### src/rtl/mem_port_arbiter_if.sv
// Processor fetch/data ports and unified memory port bundled for the arbiter.
// The slave modport is the arbiter's view; master is the environment's view.
interface mem_port_arbiter_if #(
  parameter int WORD_SIZE = 16
);
  logic [WORD_SIZE-1:0] instr_addr;
  logic                 instr_read;
  logic [WORD_SIZE-1:0] instr_data_in;
  logic                 instr_waitreq;
  logic [WORD_SIZE-1:0] data_addr;
  logic [WORD_SIZE-1:0] data_out;
  logic                 read_data;
  logic                 write_data;
  logic [WORD_SIZE-1:0] data_in;
  logic                 data_waitreq;
  logic [WORD_SIZE-1:0] mem_addr;
  logic [WORD_SIZE-1:0] mem_write_data;
  logic                 mem_read;
  logic                 mem_write;
  logic [WORD_SIZE-1:0] mem_read_data;
  logic                 mem_waitreq;

  modport slave (
    input  instr_addr, instr_read, data_addr, data_out, read_data, write_data,
    input  mem_read_data, mem_waitreq,
    output instr_data_in, instr_waitreq, data_in, data_waitreq,
    output mem_addr, mem_write_data, mem_read, mem_write
  );

  modport master (
    output instr_addr, instr_read, data_addr, data_out, read_data, write_data,
    output mem_read_data, mem_waitreq,
    input  instr_data_in, instr_waitreq, data_in, data_waitreq,
    input  mem_addr, mem_write_data, mem_read, mem_write
  );
endinterface

### src/rtl/mem_port_arbiter.sv
// Shares one waitrequest-style memory between fetch and data ports.
// Data has priority; a starvation counter forces a fetch grant after MAX_STARVE waits.
module mem_port_arbiter #(
  parameter int  WORD_SIZE   = 16,
  parameter int  MAX_STARVE  = 4,
  localparam int STARVE_BITS = $clog2(MAX_STARVE + 1)
) (
  input logic                clk,
  input logic                rst,
  mem_port_arbiter_if.slave  bus
);

  typedef enum logic [1:0] {
    IDLE  = 2'd0,
    OWN_I = 2'd1,
    OWN_D = 2'd2
  } state_t;

  localparam logic [STARVE_BITS-1:0] STARVE_LIMIT = STARVE_BITS'(MAX_STARVE);
  localparam logic [STARVE_BITS-1:0] STARVE_ONE   = STARVE_BITS'(1);

  state_t                 state_r;
  logic [STARVE_BITS-1:0] starve_r;

  logic                 req_i_s;
  logic                 req_d_s;
  logic                 cmd_i_s;
  logic                 cmd_d_s;
  logic                 starved_s;
  logic                 fetch_accept_s;
  logic [WORD_SIZE-1:0] mem_addr_s;
  logic [WORD_SIZE-1:0] mem_wdata_s;
  logic                 mem_read_s;
  logic                 mem_write_s;

  function automatic state_t arb(input logic i, input logic d, input logic starved);
    if (d && !(i && starved)) begin
      arb = OWN_D;
    end else if (i) begin
      arb = OWN_I;
    end else begin
      arb = IDLE;
    end
  endfunction

  assign req_i_s        = bus.instr_read;
  assign req_d_s        = bus.read_data | bus.write_data;
  assign cmd_i_s        = (state_r == OWN_I) && req_i_s;
  assign cmd_d_s        = (state_r == OWN_D) && req_d_s;
  assign starved_s      = (starve_r >= STARVE_LIMIT);
  assign fetch_accept_s = cmd_i_s && !bus.mem_waitreq;

  // Memory command mux: owner's signals only while the owner still requests.
  always_comb begin
    mem_addr_s  = {WORD_SIZE{1'b0}};
    mem_wdata_s = {WORD_SIZE{1'b0}};
    mem_read_s  = 1'b0;
    mem_write_s = 1'b0;
    if (cmd_i_s) begin
      mem_addr_s = bus.instr_addr;
      mem_read_s = 1'b1;
    end else if (cmd_d_s) begin
      mem_addr_s  = bus.data_addr;
      mem_wdata_s = bus.data_out;
      mem_write_s = bus.write_data;
      mem_read_s  = !bus.write_data;
    end else begin
      mem_read_s  = 1'b0;
      mem_write_s = 1'b0;
    end
  end

  // Grant FSM and starvation counter; the owner is masked out of re-arbitration on accept.
  always_ff @(posedge clk or posedge rst) begin
    if (rst) begin
      state_r  <= IDLE;
      starve_r <= {STARVE_BITS{1'b0}};
    end else begin
      case (state_r)
        IDLE: state_r <= arb(req_i_s, req_d_s, starved_s);
        OWN_I: begin
          if (!req_i_s) begin
            state_r <= arb(req_i_s, req_d_s, starved_s);
          end else if (bus.mem_waitreq) begin
            state_r <= OWN_I;
          end else begin
            state_r <= arb(1'b0, req_d_s, starved_s);
          end
        end
        OWN_D: begin
          if (!req_d_s) begin
            state_r <= arb(req_i_s, req_d_s, starved_s);
          end else if (bus.mem_waitreq) begin
            state_r <= OWN_D;
          end else begin
            state_r <= arb(req_i_s, 1'b0, starved_s);
          end
        end
        default: state_r <= IDLE;
      endcase

      if (fetch_accept_s) begin
        starve_r <= {STARVE_BITS{1'b0}};
      end else if (req_i_s) begin
        starve_r <= starved_s ? STARVE_LIMIT : (starve_r + STARVE_ONE);
      end else begin
        starve_r <= {STARVE_BITS{1'b0}};
      end
    end
  end

  assign bus.mem_addr       = mem_addr_s;
  assign bus.mem_write_data = mem_wdata_s;
  assign bus.mem_read       = mem_read_s;
  assign bus.mem_write      = mem_write_s;
  assign bus.instr_waitreq  = req_i_s && !((state_r == OWN_I) && !bus.mem_waitreq);
  assign bus.data_waitreq   = req_d_s && !((state_r == OWN_D) && !bus.mem_waitreq);
  assign bus.instr_data_in  = bus.mem_read_data;
  assign bus.data_in        = bus.mem_read_data;

endmodule

### src/flat_wrapper.sv
// flat-port wrapper written by rule: the top's interface ports become plain ports
module mem_port_arbiter_flat 
#(
  parameter int  WORD_SIZE   = 16,
  parameter int  MAX_STARVE  = 4,
  localparam int STARVE_BITS = $clog2(MAX_STARVE + 1)
)
  (clk, rst, bus_instr_addr, bus_instr_read, bus_data_addr, bus_data_out, bus_read_data, bus_write_data, bus_mem_read_data, bus_mem_waitreq, bus_instr_data_in, bus_instr_waitreq, bus_data_in, bus_data_waitreq, bus_mem_addr, bus_mem_write_data, bus_mem_read, bus_mem_write);
  mem_port_arbiter_if #(.WORD_SIZE(WORD_SIZE)) bus_i ();
  input logic clk;
  input logic rst;
  input wire logic [$bits(bus_i.instr_addr)-1:0] bus_instr_addr;
  input wire logic [$bits(bus_i.instr_read)-1:0] bus_instr_read;
  input wire logic [$bits(bus_i.data_addr)-1:0] bus_data_addr;
  input wire logic [$bits(bus_i.data_out)-1:0] bus_data_out;
  input wire logic [$bits(bus_i.read_data)-1:0] bus_read_data;
  input wire logic [$bits(bus_i.write_data)-1:0] bus_write_data;
  input wire logic [$bits(bus_i.mem_read_data)-1:0] bus_mem_read_data;
  input wire logic [$bits(bus_i.mem_waitreq)-1:0] bus_mem_waitreq;
  output wire logic [$bits(bus_i.instr_data_in)-1:0] bus_instr_data_in;
  output wire logic [$bits(bus_i.instr_waitreq)-1:0] bus_instr_waitreq;
  output wire logic [$bits(bus_i.data_in)-1:0] bus_data_in;
  output wire logic [$bits(bus_i.data_waitreq)-1:0] bus_data_waitreq;
  output wire logic [$bits(bus_i.mem_addr)-1:0] bus_mem_addr;
  output wire logic [$bits(bus_i.mem_write_data)-1:0] bus_mem_write_data;
  output wire logic [$bits(bus_i.mem_read)-1:0] bus_mem_read;
  output wire logic [$bits(bus_i.mem_write)-1:0] bus_mem_write;
  assign bus_i.instr_addr = bus_instr_addr;
  assign bus_i.instr_read = bus_instr_read;
  assign bus_i.data_addr = bus_data_addr;
  assign bus_i.data_out = bus_data_out;
  assign bus_i.read_data = bus_read_data;
  assign bus_i.write_data = bus_write_data;
  assign bus_i.mem_read_data = bus_mem_read_data;
  assign bus_i.mem_waitreq = bus_mem_waitreq;
  assign bus_instr_data_in = bus_i.instr_data_in;
  assign bus_instr_waitreq = bus_i.instr_waitreq;
  assign bus_data_in = bus_i.data_in;
  assign bus_data_waitreq = bus_i.data_waitreq;
  assign bus_mem_addr = bus_i.mem_addr;
  assign bus_mem_write_data = bus_i.mem_write_data;
  assign bus_mem_read = bus_i.mem_read;
  assign bus_mem_write = bus_i.mem_write;
  mem_port_arbiter #(.WORD_SIZE(WORD_SIZE), .MAX_STARVE(MAX_STARVE)) u_core (.clk(clk), .rst(rst), .bus(bus_i));
endmodule
### config.mk
export PLATFORM = sky130hd
export DESIGN_NAME = mem_port_arbiter_flat
export DESIGN_NICKNAME = d
export VERILOG_FILES = /design/src/rtl/mem_port_arbiter_if.sv /design/src/rtl/mem_port_arbiter.sv /design/src/flat_wrapper.sv
export SDC_FILE = /design/constraint.sdc
export NUM_CORES = 1
export LEC_CHECK = 0
export BUFFER_PORTS_ARGS = -buffer_cell sky130_fd_sc_hd__clkbuf_2
export CORE_UTILIZATION = 28
export CTS_CLUSTER_DIAMETER = 60
export DETAILED_ROUTE_END_ITERATION = 6
export GPL_TIMING_DRIVEN = 0
export PLACE_DENSITY_LB_ADDON = 0.2
export SETUP_SLACK_MARGIN = 0.2
export SYNTH_ARGS = -nofsm -noshare
export SYNTH_HDL_FRONTEND = slang
export SYNTH_SLANG_ARGS = --single-unit
### constraint.sdc
create_clock -name clk -period 1.6 [get_ports clk]
set_input_delay 0.4 -clock clk [delete_from_list [all_inputs] [get_ports clk]]
set_output_delay 0.4 -clock clk [all_outputs]
set_load 0.01 [all_outputs]
# Word-level counts from Yosys, hierarchy flattened
# Cells that the tools add are included.
op_classes:
  addsub: 1
  multipliers: 0
  n_div: 0
  n_lt_le_gt_ge: 1
  n_eq_ne: 2
  shifts: 0
  muxes: 20
  bitwise: 1
  n_reduce_logical: 15
ops:
  columns: ["cell", "n"]
  rows:
  - ["16-bit two-way mux", 4]
  - ["2-bit two-way mux", 7]
  - ["1-bit logical AND", 9]
  - ["3-bit two-way mux", 3]
  - ["2-bit one-hot mux with 3 select lines", 1]
  - ["1-bit logical NOT", 5]
  - ["1-bit two-way mux", 5]
  - ["3-bit by 1-bit adder with 3-bit output, second input constant", 1]
  - ["3-bit >= comparator, second input constant", 1]
  - ["2-bit by 1-bit equality test with 1-bit output, second input constant", 1]
  - ["2-bit equality test, second input constant", 1]
  - ["2-bit logical NOT", 1]
  - ["1-bit OR", 1]
totals:
  reg_bits: 5
  latchBits: 0
  ramBits: 0
  rom_bits: 0
  elab_cells: 42
  mem_count: 0

# Longest topological paths before layout
logic_depth:
  depth_word: 7
  ltp_mapped: 4
  ltp_nobuf: 3

# Worst setup path after synthesis
# OpenSTA, ideal clock, no wires.
synth_path:
  kind: "input -> output"
  start: "in bus_write_data"
  end: "out bus_mem_addr[0]"
  arrival_time_ns: 1.141
  setup_slack_ns: 0.059
  stages: 4
  cell_sequence: "nor2_1 nor2_4 buf_4 a22o_1"
synth_between:
  elab_chain_len: 4
synth_rtl:
  columns: ["item", "line_no", "source"]
  rows:
  - ["from (decl)", "flat_wrapper.sv:17", "input wire logic [$bits(bus_i.write_data)-1:0] bus_write_data;"]
  - ["1-bit OR", "mem_port_arbiter.sv:47", "assign req_d_s = bus.read_data | bus.write_data;"]
  - ["1-bit logical AND", "mem_port_arbiter.sv:49", "assign cmd_d_s = (state_r == OWN_D) && req_d_s;"]
  - ["16-bit two-way mux", "mem_port_arbiter.sv:62", "end else if (cmd_d_s) begin"]
  - ["16-bit two-way mux", "mem_port_arbiter.sv:59", "if (cmd_i_s) begin"]
  - ["to (decl)", "flat_wrapper.sv:24", "output wire logic [$bits(bus_i.mem_addr)-1:0] bus_mem_addr;"]
# No other way between the ends.

# Worst setup path after layout
layout_path:
  start: "reg u_core.state_r[0]"
  end: "out bus_mem_addr[0]"
layout_between:
  elab_chain_len: 4
  word_cells_on_any_way: 6
  cone_classes: "2 x eq/ne; 2 x mux; 2 x reduce/logical"
layout_rtl:
  columns: ["item", "line_no", "source"]
  rows:
  - ["from (decl)", "mem_port_arbiter.sv:22", "state_t state_r;"]
  - ["from (signal assigned)", "mem_port_arbiter.sv:80", "IDLE: state_r <= arb(req_i_s, req_d_s, starved_s);"]
  - ["from (signal assigned)", "mem_port_arbiter.sv:83", "state_r <= arb(req_i_s, req_d_s, starved_s);"]
  - ["from (signal assigned)", "mem_port_arbiter.sv:87", "state_r <= arb(1'b0, req_d_s, starved_s);"]
  - ["2-bit equality test", "mem_port_arbiter.sv:49", null]
  - ["1-bit logical AND", "mem_port_arbiter.sv:49", null]
  - ["16-bit two-way mux", "mem_port_arbiter.sv:62", null]
  - ["16-bit two-way mux (*)", "mem_port_arbiter.sv:59", null]
# Every way passes the cells marked *; elsewhere a longest branch is shown, timed or not.

==> impl_results.md <==
* Status: complete, but fails checks
* Failing checks: setup timing
* Crit path max-delay family: buffers and inverters
* CTS Buf Count at 3
* Top layer reached by signal wires: met4
* Setup CP Type: flop to output port
* CTS tree: yes
* Combinational share of power at 80.4%
* Detailed Route WL at 2930 um
* Clock Sinks at 5
* Clk buf depth at 2
* Final slew viol count at 0
* Nets at 314
* Net switching power at 674 uW
* Seq/Total Area, Yosys at 15.1%
* Filler instances at 237
* PwrDens at 984 nW/um^2
* Initial antenna violation count at 0
* Syn Std Cell Area at 830 um^2
* Root Buffer: clkbuf_4
* Min-delay worst type: input port to asynchronous set/reset pin
* Layout cells sized above 1 at 82.6%
* Wire length on met3 at 318 um
* Total Power at 1790 uW
* Switching share of total power at 37.7%
* Port Buf Inserts at 121
* Die area at 3180 um^2
* Simple-Gate Fraction of Synth Area at 22.5%
* CP bufs+invs at 3
* Adder-Cell Fraction of Synth Area at 3.02%
* Multiplexer share of the synthesized area at 1.21%
* Placed insts at 257
* Crit end category: output port
* First-pass GRT wire length at 4390 um
* Gpl congestion at 0.776
* Vias in the first global route at 1001
* Pre-CTS WS at -0.0453 ns
* Non-Filler Instances at 272
* Final Hold Viols at 0
* Largest stage delay, worst path at 0.41 ns
* Slew HR at 83.7%
* Leak at 0.00111 uW
* Max H-tree Level at 1
* Synth top area cells: buf_4, a22o_1, dfrtp_1, and2_1, inv_1
* Skew final at 0.00393 ns
* Share of flip-flops with an asynchronous set or reset at 100%
* Top FF cell, synth: dfrtp_1
* Hold Buf Count CTS at 0
* M1 wire length at 1030 um
* Reg power frac at 11.4%
* Clock-pin slew on the worst setup and hold paths at 0.04 ns
* Yosys cell types at 19
* Slew of the pin with the lowest slew margin at 0.244 ns
* Largest net degree at the start of global routing at 11
* Metal2 WL at 1570 um
* Initial Utilization at 29.8%
* Most common cell in the synthesized netlist: buf_4
* Leading area contributor after synthesis: buf_4
* Clock Latency Late Sink at 0.24 ns
* Worst path cell trace: buf_4, nand2b_4, nor2_4, buf_12, a22o_1, buf_2
* Synth warnings at 0
* Ports at 138
* Die W at 56.4 um
* Iteration-0 DRC Markers at 55
* FP Rows at 19
* Clock Power Share at 8.2%
* Total gr overflow at 0
* Tcrit/Tclk final at 112%
* Clock period minus worst slack at 1.80 ns
* Antenna viol nets, final at 0
* All-layer global routing usage at 16.9%
* Die Ht at 56.4 um
* DRC Markers at 0
* Via/cell ratio at 4.20
* Startpoint types: flop
* Syn Nets at 177
* Final setup viols at 36
* Post-DP HPWL at 2370 um
* Core Area at 2780 um^2
* Antenna cells at 0
* Post-route worst setup slack at -0.198 ns
* Flops & latches, synth at 5
* Max-Cap Viols at 0
* Commonest cells post-synth: buf_4, a22o_1, and2_1
* WP data required at 1.20 ns
* Synth Area in XOR/XNOR at 0%
* Largest family of logic cells by synthesized area: buffers and inverters
* Synth-to-layout area growth at 119%
* Int Pwr at 1110 uW
* Post-synth EDFFs at 0
* Slowest-stage cell, CP: dfrtp_2
* Via count at 1143
* Cells after Synth at 105
* Worst R2R Setup Slack at 0.24 ns
* Share of the synthesized area in the top cell type at 30.8%
* Detailed Routing Iterations Pass 1 at 4
* Wire per inst at 10.8 um
* Post-Syn Area per Cell at 7.90 um^2
* Worst endpoint data arrival time at 1.40 ns
* Synth Area in Compound Gates at 22.3%
* RSZ-0062 raised after global routing: true
* Critical Path Fanout Max at 7
* FMAX at 556 MHz
* Worst vdd ir at 0.723 mV
## worst paths after layout
path | from | end | cells past startpoint
max in group asynchronous | rst | u_core.state_r[1] | 2
hold / removal | rst | u_core.starve_r[2] | 2
min in group clk | bus_instr_read | u_core.state_r[0] | 3
hold reg to reg | u_core.starve_r[0] | u_core.starve_r[0] | 1
setup / recovery | u_core.state_r[0] | bus_mem_addr[0] | 6
setup reg to reg | u_core.state_r[1] | u_core.starve_r[1] | 7
## worst reg2reg max path, cell delays in order (launching register included)
cell and delay, ns:
dfrtp_2 0.44, nand2b_4 0.16, buf_4 0.13, buf_6 0.11, o21ai_4 0.12, buf_4 0.12, buf_4 0.11, nor3b_2 0.04
## area by class of cell
| type | instances | area, um^2 | share of cell area, % |
|---|---|---|---|
| Sequential cell | 5 | 128 | 7.03 |
| Clock buffer | 4 | 26.3 | 1.45 |
| Multi-Input combinational cell | 57 | 490 | 27.0 |
| Tap cell | 31 | 38.8 | 2.14 |
| Timing Repair Buffer | 132 | 817 | 45.0 |
| Inverter | 7 | 26.3 | 1.45 |
| Buffer | 36 | 289 | 15.9 |
## routing by layer
| metal | global-route usage (%) | vias up |
|---|---|---|
| met5 | 0 | - |
| met4 | 3.14 | 0 |
| met3 | 5.30 | 3 |
| met2 | 33.3 | 71 |
| met1 | 17.3 | 480 |
| li1 | - | 589 |
## per-stage QoR
| stage | instance area [um^2] | util (%) | hold slack, ns | TNS (ns) |
|---|---|---|---|---|
| 2_1_floorplan | 911 | - | 0.178 | 0 |
| 3_3_place_gp | 1560 | 55.9 | 0.282 | -0.951 |
| 3_5_place_dp | 1560 | 55.9 | 0.285 | -0.933 |
| 4_1_cts | 1730 | 62.2 | 0.0228 | -6.77 |
| 5_1_grt | 1820 | 65.3 | 0.0413 | -8.60 |
| 6_report | 1820 | 65.3 | 0.0196 | -5.76 |
## power by group through the flow
stage | logic, uW | registers (uW) | clock network [uW]
final | 1440 | 204 | 146
after global routing | 1540 | 208 | 163
after CTS | 1330 | 203 | 151
after detailed placement | 1130 | 217 | 0
after global placement | 1130 | 218 | 0
after floorplan | 750 | 208 | 0
## repair_timing
item | 4_1_cts | 5_1_grt
gates resized for setup | 10 | 43
endpoints found under the setup margin | 36 | 36
pin swaps | 5 | 5
endpoints found under the hold margin | 0 | 0
buffers inserted | 9 | 2
## kinds of logic after synthesis
family	count (synthesis)
adder cells (fa/ha/maj)	2
AO/OA/AOI/OAI	23
flip-flops	5
multiplexers	1
buffers and inverters	43
AND/OR/NAND/NOR	31
## registers in the layout, summed over array words and instances, names as in the netlist
name and cells:
u_core.state_r 2, u_core.starve_r 3
## placed cells by master (no fill, tap or decap)
cell / count
nor2_1: 4
nand2b_4: 2
dfrtp_2: 2
nor3b_2: 1
inv_1: 7
or2_2: 1
nor2_2: 2
nor2_4: 3
clkbuf_8: 1
nand2b_1: 1
dfrtp_1: 3
nor3_1: 1
mux2i_1: 1
and2_4: 16
buf_4: 40
a21o_1: 1
clkbuf_1: 1
o21ai_4: 1
clkbuf_2: 90
ha_1: 2
o32ai_1: 2
a22o_1: 16
buf_8: 6
clkbuf_4: 3
buf_12: 1
buf_6: 13
buf_2: 17
a21oi_1: 3
Power figures use the tool's default switching activity.
